### src/rtl/scr1_imem_match_trace.sv
// scr1_imem_match_trace
// Snoops the IMEM response channel. Every OKAY response whose opcode and
// funct3 fields equal the programmed pattern captures the current pipe PC
// into a first-word-fall-through FIFO, which drains to a trace sink through
// a valid/ready handshake. Matches and drops are counted with saturation.
//
// Ports
//   clk, rst_n               core clock, synchronous active-low reset
//   imem_resp/rdata/curr_pc  snooped response, instruction word, pipe PC
//   cfg_en                   capture enable (level)
//   cfg_clr                  pulse: flush FIFO, clear counters, back to IDLE
//   cfg_opcode/cfg_funct3    match pattern for rdata[6:0] / rdata[14:12]
//   trc_vld/trc_rdy/trc_pc   FIFO head handshake and head PC
//   match_cnt/drop_cnt       saturating hit / dropped-hit counters
//   fifo_lvl                 FIFO occupancy
//   frozen                   capture stopped after an overflow
module scr1_imem_match_trace #(
    parameter int DEPTH       = 8,
    parameter int CNT_W       = 16,
    parameter int STOP_ON_OVF = 0
) (
    input  logic                     clk,
    input  logic                     rst_n,
    input  logic [1:0]               imem_resp,
    input  logic [31:0]              imem_rdata,
    input  logic [31:0]              curr_pc,
    input  logic                     cfg_en,
    input  logic                     cfg_clr,
    input  logic [6:0]               cfg_opcode,
    input  logic [2:0]               cfg_funct3,
    output logic                     trc_vld,
    input  logic                     trc_rdy,
    output logic [31:0]              trc_pc,
    output logic [CNT_W-1:0]         match_cnt,
    output logic [CNT_W-1:0]         drop_cnt,
    output logic [$clog2(DEPTH):0]   fifo_lvl,
    output logic                     frozen
);

    localparam int PTR_W = $clog2(DEPTH);
    localparam int LVL_W = PTR_W + 1;

    typedef enum logic [1:0] {
        ST_IDLE   = 2'd0,
        ST_RUN    = 2'd1,
        ST_FROZEN = 2'd2
    } state_t;

    state_t             state_q, state_d;
    logic [LVL_W-1:0]   wptr_q, wptr_d;
    logic [LVL_W-1:0]   rptr_q, rptr_d;
    logic [CNT_W-1:0]   match_cnt_q, match_cnt_d;
    logic [CNT_W-1:0]   drop_cnt_q, drop_cnt_d;
    logic [31:0]        mem_q [DEPTH];

    logic [LVL_W-1:0]   lvl;
    logic               full;
    logic               hit;
    logic               pop;
    logic               push;
    logic               drop;
    logic               mem_we;

    // Only opcode and funct3 take part in the compare.
    logic               unused_rdata;
    assign unused_rdata = ^{imem_rdata[31:15], imem_rdata[11:7]};

    function automatic logic [CNT_W-1:0] sat_inc(input logic [CNT_W-1:0] v);
        return (&v) ? v : v + CNT_W'(1);
    endfunction

    // Pointers carry one extra bit so full and empty are distinguishable.
    assign lvl     = wptr_q - rptr_q;
    assign full    = (lvl == LVL_W'(DEPTH));
    assign trc_vld = (lvl != '0);
    assign pop     = trc_vld & trc_rdy;

    assign hit  = (state_q == ST_RUN) && (imem_resp == 2'b01) &&
                  (imem_rdata[6:0] == cfg_opcode) &&
                  (imem_rdata[14:12] == cfg_funct3);
    // A pop in the same cycle frees the slot a full FIFO needs.
    assign push = hit & (~full | pop);
    assign drop = hit & full & ~pop;

    always_comb begin
        state_d     = state_q;
        wptr_d      = wptr_q;
        rptr_d      = rptr_q;
        match_cnt_d = match_cnt_q;
        drop_cnt_d  = drop_cnt_q;
        mem_we      = 1'b0;
        if (cfg_clr) begin
            state_d     = ST_IDLE;
            wptr_d      = '0;
            rptr_d      = '0;
            match_cnt_d = '0;
            drop_cnt_d  = '0;
        end else begin
            if (push) begin
                wptr_d = wptr_q + LVL_W'(1);
                mem_we = 1'b1;
            end
            if (pop) begin
                rptr_d = rptr_q + LVL_W'(1);
            end
            if (hit) begin
                match_cnt_d = sat_inc(match_cnt_q);
            end
            if (drop) begin
                drop_cnt_d = sat_inc(drop_cnt_q);
            end
            case (state_q)
                ST_IDLE: begin
                    if (cfg_en) state_d = ST_RUN;
                end
                ST_RUN: begin
                    // An overflow freeze wins over a simultaneous disable.
                    if (drop && (STOP_ON_OVF != 0)) state_d = ST_FROZEN;
                    else if (!cfg_en)               state_d = ST_IDLE;
                end
                ST_FROZEN: begin
                    state_d = ST_FROZEN;
                end
                default: begin
                    state_d = ST_IDLE;
                end
            endcase
        end
    end

    always_ff @(posedge clk) begin
        if (!rst_n) begin
            state_q     <= ST_IDLE;
            wptr_q      <= '0;
            rptr_q      <= '0;
            match_cnt_q <= '0;
            drop_cnt_q  <= '0;
        end else begin
            state_q     <= state_d;
            wptr_q      <= wptr_d;
            rptr_q      <= rptr_d;
            match_cnt_q <= match_cnt_d;
            drop_cnt_q  <= drop_cnt_d;
        end
    end

    // Storage is data only; emptiness is tracked by the pointers.
    always_ff @(posedge clk) begin
        if (mem_we) begin
            mem_q[wptr_q[PTR_W-1:0]] <= curr_pc;
        end
    end

    // Head is forced to zero while empty so reset shows a clean trc_pc.
    assign trc_pc    = trc_vld ? mem_q[rptr_q[PTR_W-1:0]] : 32'h0;
    assign match_cnt = match_cnt_q;
    assign drop_cnt  = drop_cnt_q;
    assign fifo_lvl  = lvl;
    assign frozen    = (state_q == ST_FROZEN);

endmodule

### config.mk
export PLATFORM = sky130hd
export DESIGN_NAME = scr1_imem_match_trace
export DESIGN_NICKNAME = d
export VERILOG_FILES = /design/src/rtl/scr1_imem_match_trace.sv
export SDC_FILE = /design/constraint.sdc
export NUM_CORES = 1
export LEC_CHECK = 0
export CAP_MARGIN = 20
export CORE_MARGIN = 1
export CORE_UTILIZATION = 45
export DETAILED_ROUTE_END_ITERATION = 10
export GPL_TIMING_DRIVEN = 0
export PLACE_DENSITY = 0.67
export SETUP_SLACK_MARGIN = 0.5
export SKIP_LAST_GASP = 1
export SYNTH_ARGS = -nofsm -noshare
export SYNTH_HDL_FRONTEND = slang
export SYNTH_SLANG_ARGS = --single-unit
### constraint.sdc
create_clock -name clk -period 14.8 [get_ports clk]
set_input_delay 1.48 -clock clk [delete_from_list [all_inputs] [get_ports clk]]
set_output_delay 1.48 -clock clk [all_outputs]
set_load 0.005 [all_outputs]
# --- After elaboration in Yosys (flattened, before gate mapping) ---
# Memory sizes are Yosys's and may differ from the RTL's. A register that Yosys moved wholly into a read port is not among the register bits.
# Index checks and enable logic that the tools add are counted.
# W data, S select, Z words.
word_totals:
  wordCells: 50
  ramBits: 256
  inputBits: 81
  regBits: 42
  memories: 1
op_classes:
  n_mux: 10
  bitwise: 10
  n_eq_ne: 8
  add_sub_neg: 5
  n_reduce_logical: 11
memory_table:
  columns: ["name", "depth", "width", "rd", "rd_ports_with_merged_regs", "write_ports", "line_no", "source"]
  rows:
  - ["mem_q", 8, 32, 1, 1, 1, "54", "logic [31:0] mem_q [DEPTH];"]
ops:
  columns: ["op", "n"]
  rows:
  - ["$add A16 B1 Y16 const B", 2]
  - ["$mux W32", 1]
  - ["$reduce_and A16 Y1", 2]
  - ["$add A4 B1 Y4 const B", 2]
  - ["$eq A7 B7 Y1", 1]
  - ["$mux W3", 2]
  - ["$pmux W2 S3", 1]
  - ["$reduce_and A2 Y1", 3]
  - ["$not A1 Y1", 5]
  - ["$and A1 B1 Y1", 4]
  - ["$eq A2 B1 Y1 const B", 2]
  - ["$eq A4 B4 Y1 const B", 1]
  - ["$mux W1", 4]
  - ["$mux W2", 2]
  - ["$ne A2 B2 Y1 const B", 2]
  - ["$reduce_bool A4 Y1", 1]
  - ["$sub A4 B4 Y4", 1]
  - ["$eq A3 B3 Y1", 1]
  - ["$logic_and A1 B1 Y1", 3]
  - ["$eq A2 B2 Y1 const B", 1]
  - ["$logic_not A2 Y1", 1]
  - ["$reduce_or A2 Y1", 1]
  - ["$or A1 B1 Y1", 1]

# --- Longest topological paths before layout ---
# Gate-level depths: netlist (run 1).
depth:
  depth_word: 9
  depth_mapped: 10

# --- Worst setup path after synthesis (run 1) ---
# Ideal clock, no wire load.
synth_timing:
  path_kind: "input port to flip-flop"
  start: "in imem_resp[1]"
  end: "mem mem_q[0][0], enable pin"
  t_required_ns: 14.287
  slack_ns: 8.256
  arrival_time_ns: 6.032
  cell_stages: 5
  n_path_buf: 0
  setup_time_ns: 0.513
  path_cell_list: "nand4bb_1 > or4_1 > nor3_2 > nand2_1 > nor4b_1"
synth_between:
  elab_chain_len: 9
synth_rtl:
  columns: ["item", "line_no", "source"]
  rows:
  - ["start: declaration", "24", "input logic [1:0] imem_resp,"]
  - ["$eq A2 B1 Y1", "78", "assign hit = (state_q == ST_RUN) && (imem_resp == 2'b01) &&"]
  - ["$logic_and A1 B1 Y1 (2 in a row)", "78", null]
  - ["$logic_and A1 B1 Y1", "79", "(imem_rdata[6:0] == cfg_opcode) &&"]
  - ["$and A1 B1 Y1", "82", "assign push = hit & (~full | pop);"]
  - ["$mux W1", "99", "if (push) begin"]
  - ["$mux W1", "92", "if (cfg_clr) begin"]
  - ["$mux W1", "149", "if (mem_we) begin"]
  - ["$mux W1 (not written as such)", "150", "mem_q[wptr_q[PTR_W-1:0]] <= curr_pc;"]
  - ["end: declaration", "54", null]
# No other way between the ends.

# --- Worst setup path after layout (run 1) ---
layout_timing:
  start: "reg wptr_q[0]"
  end: "out trc_pc[17]"
layout_between:
  elab_chain_len: 3
layout_rtl:
  columns: ["item", "line_no", "source"]
  rows:
  - ["start: declaration", "50", "logic [LVL_W-1:0] wptr_q, wptr_d;"]
  - ["start signal: assignment", "140", "wptr_q <= wptr_d;"]
  - ["$sub A4 B4 Y4", "73", "assign lvl = wptr_q - rptr_q;"]
  - ["$reduce_bool A4 Y1", "75", "assign trc_vld = (lvl != '0);"]
  - ["$mux W32", "155", "assign trc_pc = trc_vld ? mem_q[rptr_q[PTR_W-1:0]] : 32'h0;"]
  - ["end: declaration", "33", "output logic [31:0] trc_pc,"]
# No other way between the ends.

==> run summary, run 1 <==
Status: completed
DR WL met2: 13230 um
Critical Path End Type: output port
Ys async rst share: 0
Power per Cell Area: 108.3 nW/um2
Layout area overhead: 24.04%
Site row count: 60
Worst-path maximum fanout: 10
Mean routed wirelength per cell: 21.00 um
Resize count post-CTS: 0
Netlist cell types: 50
Post-synth top cells: edfxtp_1 (256), mux4_2 (64), dfxtp_1 (45), nor2_1 (43), mux2i_1 (40)
IO Port Bufs: 127
Placer Congestion: 0.8581
Syn Std Cell Area: 12390 um2
Cell count after synthesis: 735
EDFF count, synth: 256
Seq/Total Area, Yosys: 0.6933
Final hold vios: 0
Reg power frac: 0.552
Tot Pwr: 1.665 mW
CP Buf/Inv Count: 5
DIE WIDTH: 167.9 um
Diodes inserted: 0
Compound-Gate Fraction of Synth Area: 0.03182
GRT Resource Usage Total: 0.1950
RSZ-0062 raised after global routing: no
Post-Synth XOR/XNOR Area: 0.008485
Most common cell in the netlist: edfxtp_1
Post-place setup slack: 9.803 ns
H-tree depth: 1
Setup tns final: 0 ns
Post-CTS Setup Bufs: 0
Net Count, Synth: 824
Clock tree buffer depth: 3
Initial antenna violation count: 1
DP HPWL: 18070 um
Via density: 5.669
Arr. time, crit path: 3.83 ns
#FFs+latches synth: 301
CTS clk-pin slew, worst paths: 0.06 ns
Vias: 7285
Period utilisation layout: 0.3590
Average size of a mapped cell: 16.85 um2
F_max: 0.1882 GHz
Pint: 1.341 mW
Worst endpoint required time: 13.32 ns
Die Span Y: 167.9 um
Startpoint Class: flop
Iter 0 DRT Violations: 712
Hold Path Class: flop to flop
Crit path cell chain: inv_1 -> ha_1 -> inv_1 -> fa_1 -> nand2b_1 -> or2_4 -> a21oi_1 -> buf_2 -> buf_2 -> nor2_1 -> clkdlybuf4s50_1
Synth Flop Type: edfxtp_1
Slowest CP cell: dfxtp_1
Max_cap viols: 0
M1 wire length: 11880 um
Die area: 28190 um2
Fraction of final layout cells sized beyond drive strength 1: 0.1833
VDD IR max: 0.1007 mV
Vias in the first global route: 7196
# setup viols final: 0
Clock Latency Late Sink: 0.55 ns
Largest family of logic cells by synthesized area: multiplexers
Max incr delay on CP: 0.48 ns
Yosys top cell area share: 0.6206
Slew @ Worst Pin: 0.9699 ns
Clock sinks: 301
Switch Pwr: 0.3239 mW
Nets: 1014
Synth top area cells: edfxtp_1 (62%), mux4_2 (12%), dfxtp_1 (7.3%)
Top sig layer: met4
Clk pwr share: 0.428
Combinational power share: 0.021
Multiplexer share of the synthesized area: 0.1487
Adder-Cell Fraction of Synth Area: 0.008687
Min setup slack post-route: 9.487 ns
Final Skew: 0.01572 ns
Total gr overflow: 0
Leakage: 4.671 nW
Routed length on met3: 1517 um
Largest delay contributor family on the critical path: buffers and inverters
I/O pin total: 151
Critical path type: flop to output port
CTS Hold Buffers Added: 0
Detail Route Antenna Nets: 0
Synth Area in Simple Gates: 0.08960
Pins Over Slew Limit: 0
Count of warnings emitted by yosys: 0
Routed WL: 26980 um
Minimum clock period after layout: 5.313 ns
Yosys top cell by area: edfxtp_1
# DRC: 0
Rel. slew slack: 0.3534
Largest net degree at the start of global routing: 22
Core area: 26950 um2
Root Buffer: clkbuf_16
TritonCTS buffer count: 30
Initial DRT Pass Iterations: 5
Switching part of the total: 0.1946
CTS tree: done
Initial Utilization: 0.4596
First-pass GRT wire length: 41960 um
[worst register-to-register path, delay by kind of cell (launching register included)]
| family | cells | cell delay [ns] |
|---|---|---|
| adder cells (fa/ha/maj) | 2 | 0.55 |
| XOR/XNOR | 1 | 0.38 |
| AND/OR/NAND/NOR | 4 | 1.58 |
| buffers and inverters | 5 | 0.81 |
| flip-flops | 1 | 0.39 |
[metrics by stage]
| step | util | std cells | hold WS, ns | area [um2] |
|---|---|---|---|---|
| 6_report | 0.5701 | 1285 | 0.4395 | 15360 |
| 5_1_grt | 0.5701 | 1285 | 0.4705 | 15360 |
| 4_1_cts | 0.5701 | 1285 | 0.4395 | 15360 |
| 3_5_place_dp | 0.5363 | 1234 | 0.4318 | 14450 |
| 3_3_place_gp | 0.5226 | 1203 | 0.4284 | 14080 |
| 2_1_floorplan | - | 735 | 0.4037 | 12390 |
[cell families (layout without fill, tap and decap cells)]
| kind of cell | Yosys count | after routing |
|---|---|---|
| adder cells (fa/ha/maj) | 8 | 8 |
| buffers and inverters | 48 | 257 |
| flip-flops | 301 | 301 |
| XOR/XNOR | 12 | 12 |
| AO/OA/AOI/OAI | 64 | 64 |
| AND/OR/NAND/NOR | 198 | 198 |
| multiplexers | 104 | 104 |
[cell usage in the layout, fill, tap and decap left out, types with 3 or more instances in the layout]
master and instances:
edfxtp_1 256, clkdlybuf4s50_1 127, mux4_2 64, dfxtp_1 45, mux2i_1 40, nor2_1 40
nand2_1 30, clkbuf_16 30, a21oi_1 27, clkbuf_1 22, or4_1 22, nand3_1 19
buf_4 19, o31ai_1 18, nand4_1 15, buf_2 13, inv_1 11, buf_6 11
xor2_1 11, o21ai_0 11, nand2b_1 10, nor4_1 10, or3_1 9, nor3_1 9
and3_1 7, ha_1 7, nor4_2 5, buf_1 4, clkinv_2 4, nor3_2 3
nor2_4 3, clkinv_1 3
[power by group through the flow]
| stage | Combinational [mW] | Clock [mW] | Sequential [mW] |
|---|---|---|---|
| floorplan | 0.00768 | 0 | 0.937 |
| global placement | 0.0333 | 0 | 0.937 |
| detailed placement | 0.0343 | 0 | 0.937 |
| CTS | 0.0343 | 0.724 | 0.918 |
| global route | 0.0371 | 0.757 | 0.918 |
| finish | 0.0342 | 0.712 | 0.919 |
[path summary, 6_finish.rpt]
kind / start / slack [ns] / endpoint / cells past startpoint
max: wptr_q[0] / 9.49 / trc_pc[17] / 11
min reg2reg: state_q[1] / 0.44 / state_q[0] / 1
min: state_q[1] / 0.44 / state_q[0] / 1
max reg2reg: wptr_q[0] / 10.79 / mem_q[0][16] / 12
[sequential cells by signal, summed over array words and instances, names as in the netlist, named ones only]
| signal | cells |
|---|---|
| drop_cnt | 16 |
| match_cnt | 16 |
| mem_q | 256 |
| rptr_q | 4 |
| state_q | 2 |
| wptr_q | 4 |
[per-layer routing]
layer	up-vias	GRT usage
li1	3360	-
met1	3675	0.2760
met2	222	0.3232
met3	28	0.02680
met4	0	0.04268
met5	-	0
[final cells by class]
| type | instances | area [um2] |
|---|---|---|
| fill | 2119 | 11590 |
| sequential | 301 | 8588 |
| multi-input combinational | 386 | 3611 |
| timing repair buffer | 158 | 1587 |
| clock buffer | 38 | 780.7 |
| tap | 341 | 426.7 |
| buffer | 37 | 198.9 |
| clock inverter | 13 | 131.4 |
| inverter | 11 | 41.29 |
Note: power is estimated with default switching activity, not from simulation.
==> inputs of run 2 (changes only) <==
--- a/config.mk
+++ b/config.mk
@@ -10,7 +10,7 @@
 export CORE_UTILIZATION = 45
 export DETAILED_ROUTE_END_ITERATION = 10
 export GPL_TIMING_DRIVEN = 0
-export PLACE_DENSITY = 0.67
+export PLACE_DENSITY = 0.69
 export SETUP_SLACK_MARGIN = 0.5
 export SKIP_LAST_GASP = 1
 export SYNTH_ARGS = -nofsm -noshare
==> constraint.sdc (replaced) <==
create_clock -name clk -period 4.3 [get_ports clk]
set_input_delay 0.43 -clock clk [delete_from_list [all_inputs] [get_ports clk]]
set_output_delay 0.43 -clock clk [all_outputs]
set_load 0.005 [all_outputs]
==> run 2 against run 1 <==
Against the previous run: worst hold slack worse by 0.071 ns; sequential share of layout area decreased by 0.60 points; critical path depth unchanged; global-route usage up 0.34 points; cell area rose by 1.1%; first-iteration DRC count shrank 9.7%; critical path type unchanged; combinational power increased to 3.5 times the previous value; clock power grew to 3.7 times the previous value; setup slack got worse by 8.9 ns; via count decreased by 0.66%.
==> run summary, run 2 (synthesized netlist as in run 1, its figures left out) <==
Crit path cell chain: inv_1 -> ha_1 -> inv_1 -> fa_1 -> xor2_4 -> or2_4 -> a21oi_4 -> buf_8 -> buf_6 -> nor2_1 -> clkdlybuf4s50_1
Max incr delay on CP: 0.54 ns (+0.06 ns)
VDD IR max: 0.3113 mV (+210%)
Critical path type: flop to output port
Initial antenna violation count: 1 (unchanged)
Vias in the first global route: 7557 (+5.0%)
Crit path from: wptr_q[0]
CTS clk-pin slew, worst paths: 0.07 ns (about the same)
Total gr overflow: 0 (unchanged)
Worst endpoint required time: 3.87 ns (-9.45 ns)
M1 wire length: 12060 um (+1.5%)
Pins Over Slew Limit: 0 (unchanged)
Rel. slew slack: 0.3387 (-0.01469)
Top sig layer: met4
Final Skew: 0.01064 ns (-0.005078 ns)
Layout area overhead: 25.47%
Initial DRT Pass Iterations: 5 (unchanged)
Routed length on met3: 1420 um (-6.4%)
Die area: 28190 um2 (unchanged)
Leakage: 4.712 nW (+0.87%)
Root Buffer: clkbuf_16
HP Start: trc_rdy
Critical Path End Type: output port
Status: completed
Hold Path Class: input pin to flop
Vias: 7237 (-0.66%)
GRT Resource Usage Total: 0.1984 (+0.003360)
Initial Utilization: 0.4596 (unchanged)
Slowest CP cell: clkdlybuf4s50_1
Post-place setup slack: 0.2109 ns (-9.592 ns)
Site row count: 60 (unchanged)
Worst-path maximum fanout: 10 (unchanged)
I/O pin total: 151 (unchanged)
# setup viols final: 0 (unchanged)
Startpoint Class: flop
Setup tns final: 0 ns (unchanged)
Core area: 26950 um2 (unchanged)
Clock Latency Late Sink: 0.57 ns (+0.02 ns)
Mean routed wirelength per cell: 21.36 um (+1.7%)
Min setup slack post-route: 0.6306 ns (-8.856 ns)
H-tree depth: 1 (unchanged)
Slew @ Worst Pin: 0.9877 ns (+0.01785 ns)
DP HPWL: 17470 um (-3.3%)
CTS Hold Buffers Added: 0 (unchanged)
F_max: 0.2725 GHz
Iter 0 DRT Violations: 643 (-9.7%)
First-pass GRT wire length: 42680 um (+1.7%)
Placer Congestion: 0.8937 (+4.1%)
Most frequent cells in the layout: edfxtp_1 (256), clkdlybuf4s50_1 (126), mux4_2 (64), dfxtp_1 (43), mux2i_1 (40)
Max reg flops: 256 (unchanged)
Detail Route Antenna Nets: 0 (unchanged)
Largest net degree at the start of global routing: 23 (+4.5%)
Nets: 1005 (-0.89%)
Critical Path Most Common Cell: inv_1
CTS tree: done
Post-DP Area: 14420 um2 (-0.22%)
Final hold vios: 0 (unchanged)
Max_cap viols: 0 (unchanged)
Layout Cell Area excl Fill: 15540 um2 (+1.1%)
Via density: 5.641 (-0.50%)
Minimum clock period after layout: 3.669 ns
RSZ-0062 raised after global routing: no
Power per Cell Area: 378.2 nW/um2 (+250%)
DIE WIDTH: 167.9 um (unchanged)
TritonCTS buffer count: 31 (+3.3%)
Start of the worst register-to-register path: wptr_q[0]
Clock tree buffer depth: 3 (unchanged)
Period utilisation layout: 0.8534
Most common cell after layout, fill and taps aside: edfxtp_1
Die Span Y: 167.9 um (unchanged)
# DRC: 0 (unchanged)
IO Port Bufs: 127 (unchanged)
Clock sinks: 301 (unchanged)
Routed WL: 27400 um (+1.6%)
Fraction of final layout cells sized beyond drive strength 1: 0.1892 (+0.005898)
Arr. time, crit path: 3.24 ns (-0.59 ns)
DR WL met2: 13520 um (+2.2%)
run 2: cell types whose count changed in the layout (fill, tap and decap cells not counted), sizes merged:
cell	previous run	this run
clkdlybuf4s50	127	126
dlymetal6s2s	0	1
clkinv	9	12
clkbuf	55	56
inv	11	13
buf	51	41
diode	0	1
clkinvlp	2	3
run 2: path summary, 6_finish.rpt:
kind | to | slack [ns] | depth (start not counted)
worst max-delay path | trc_pc[22] | 0.63 | 11
worst min-delay path | rptr_q[2] | 0.37 | 4
worst min register to register | state_q[0] | 0.44 | 1
worst max register to register | mem_q[4][4] | 0.66 | 11
run 2: timing repair:
action,CTS,global route
resized for setup,13,10
pin swaps,1,0
setup endpoints to repair,91,77
setup buffers,5,1
hold endpoints to repair,0,0
run 2: critical path, delay by kind of cell, from the launching register on:
| kind | cells | cell delay, ns |
|---|---|---|
| adder cells (fa/ha/maj) | 2 | 0.60 |
| buffers and inverters | 5 | 1.02 |
| XOR/XNOR | 1 | 0.24 |
| AND/OR/NAND/NOR | 2 | 0.41 |
| flip-flops | 1 | 0.34 |
| AO/OA/AOI/OAI | 1 | 0.05 |
run 2: cell type report:
type / count / area (um2)
Inverter: 11 / 41.29
Sequential cell: 301 / 8593
Clock inverter: 19 / 171.4
Antenna cell: 1 / 2.502
Tap cell: 341 / 426.7
Clock buffer: 39 / 815.8
Fill cell: 2026 / 11410
Buffer: 37 / 234.0
Timing Repair Buffer: 148 / 1562
Multi-Input combinational cell: 386 / 3695
run 2: stage by stage:
stage          std cells  power, mW    util  hold WS (ns)
2_1_floorplan        735      3.251       -        0.4037
3_3_place_gp        1203      3.337  0.5237        0.4343
3_5_place_dp        1218      3.341  0.5351        0.4386
4_1_cts             1281      5.916  0.5749        0.3499
5_1_grt             1282      6.033  0.5766        0.3873
6_report            1283      5.877  0.5766        0.3682
run 2: power breakdown:
part	internal, mW	switching [mW]	total [mW]
Sequential	3.16	0.000159	3.16
Clock	1.47	1.13	2.60
Combinational	0.0563	0.0614	0.118
Total	4.69	1.19	5.88
run 2: metal layers:
| metal | GRT usage | vias to the layer above |
|---|---|---|
| li1 | - | 3340 |
| met1 | 0.2695 | 3654 |
| met2 | 0.3342 | 210 |
| met3 | 0.03597 | 33 |
| met4 | 0.04388 | 0 |
| met5 | 0 | - |
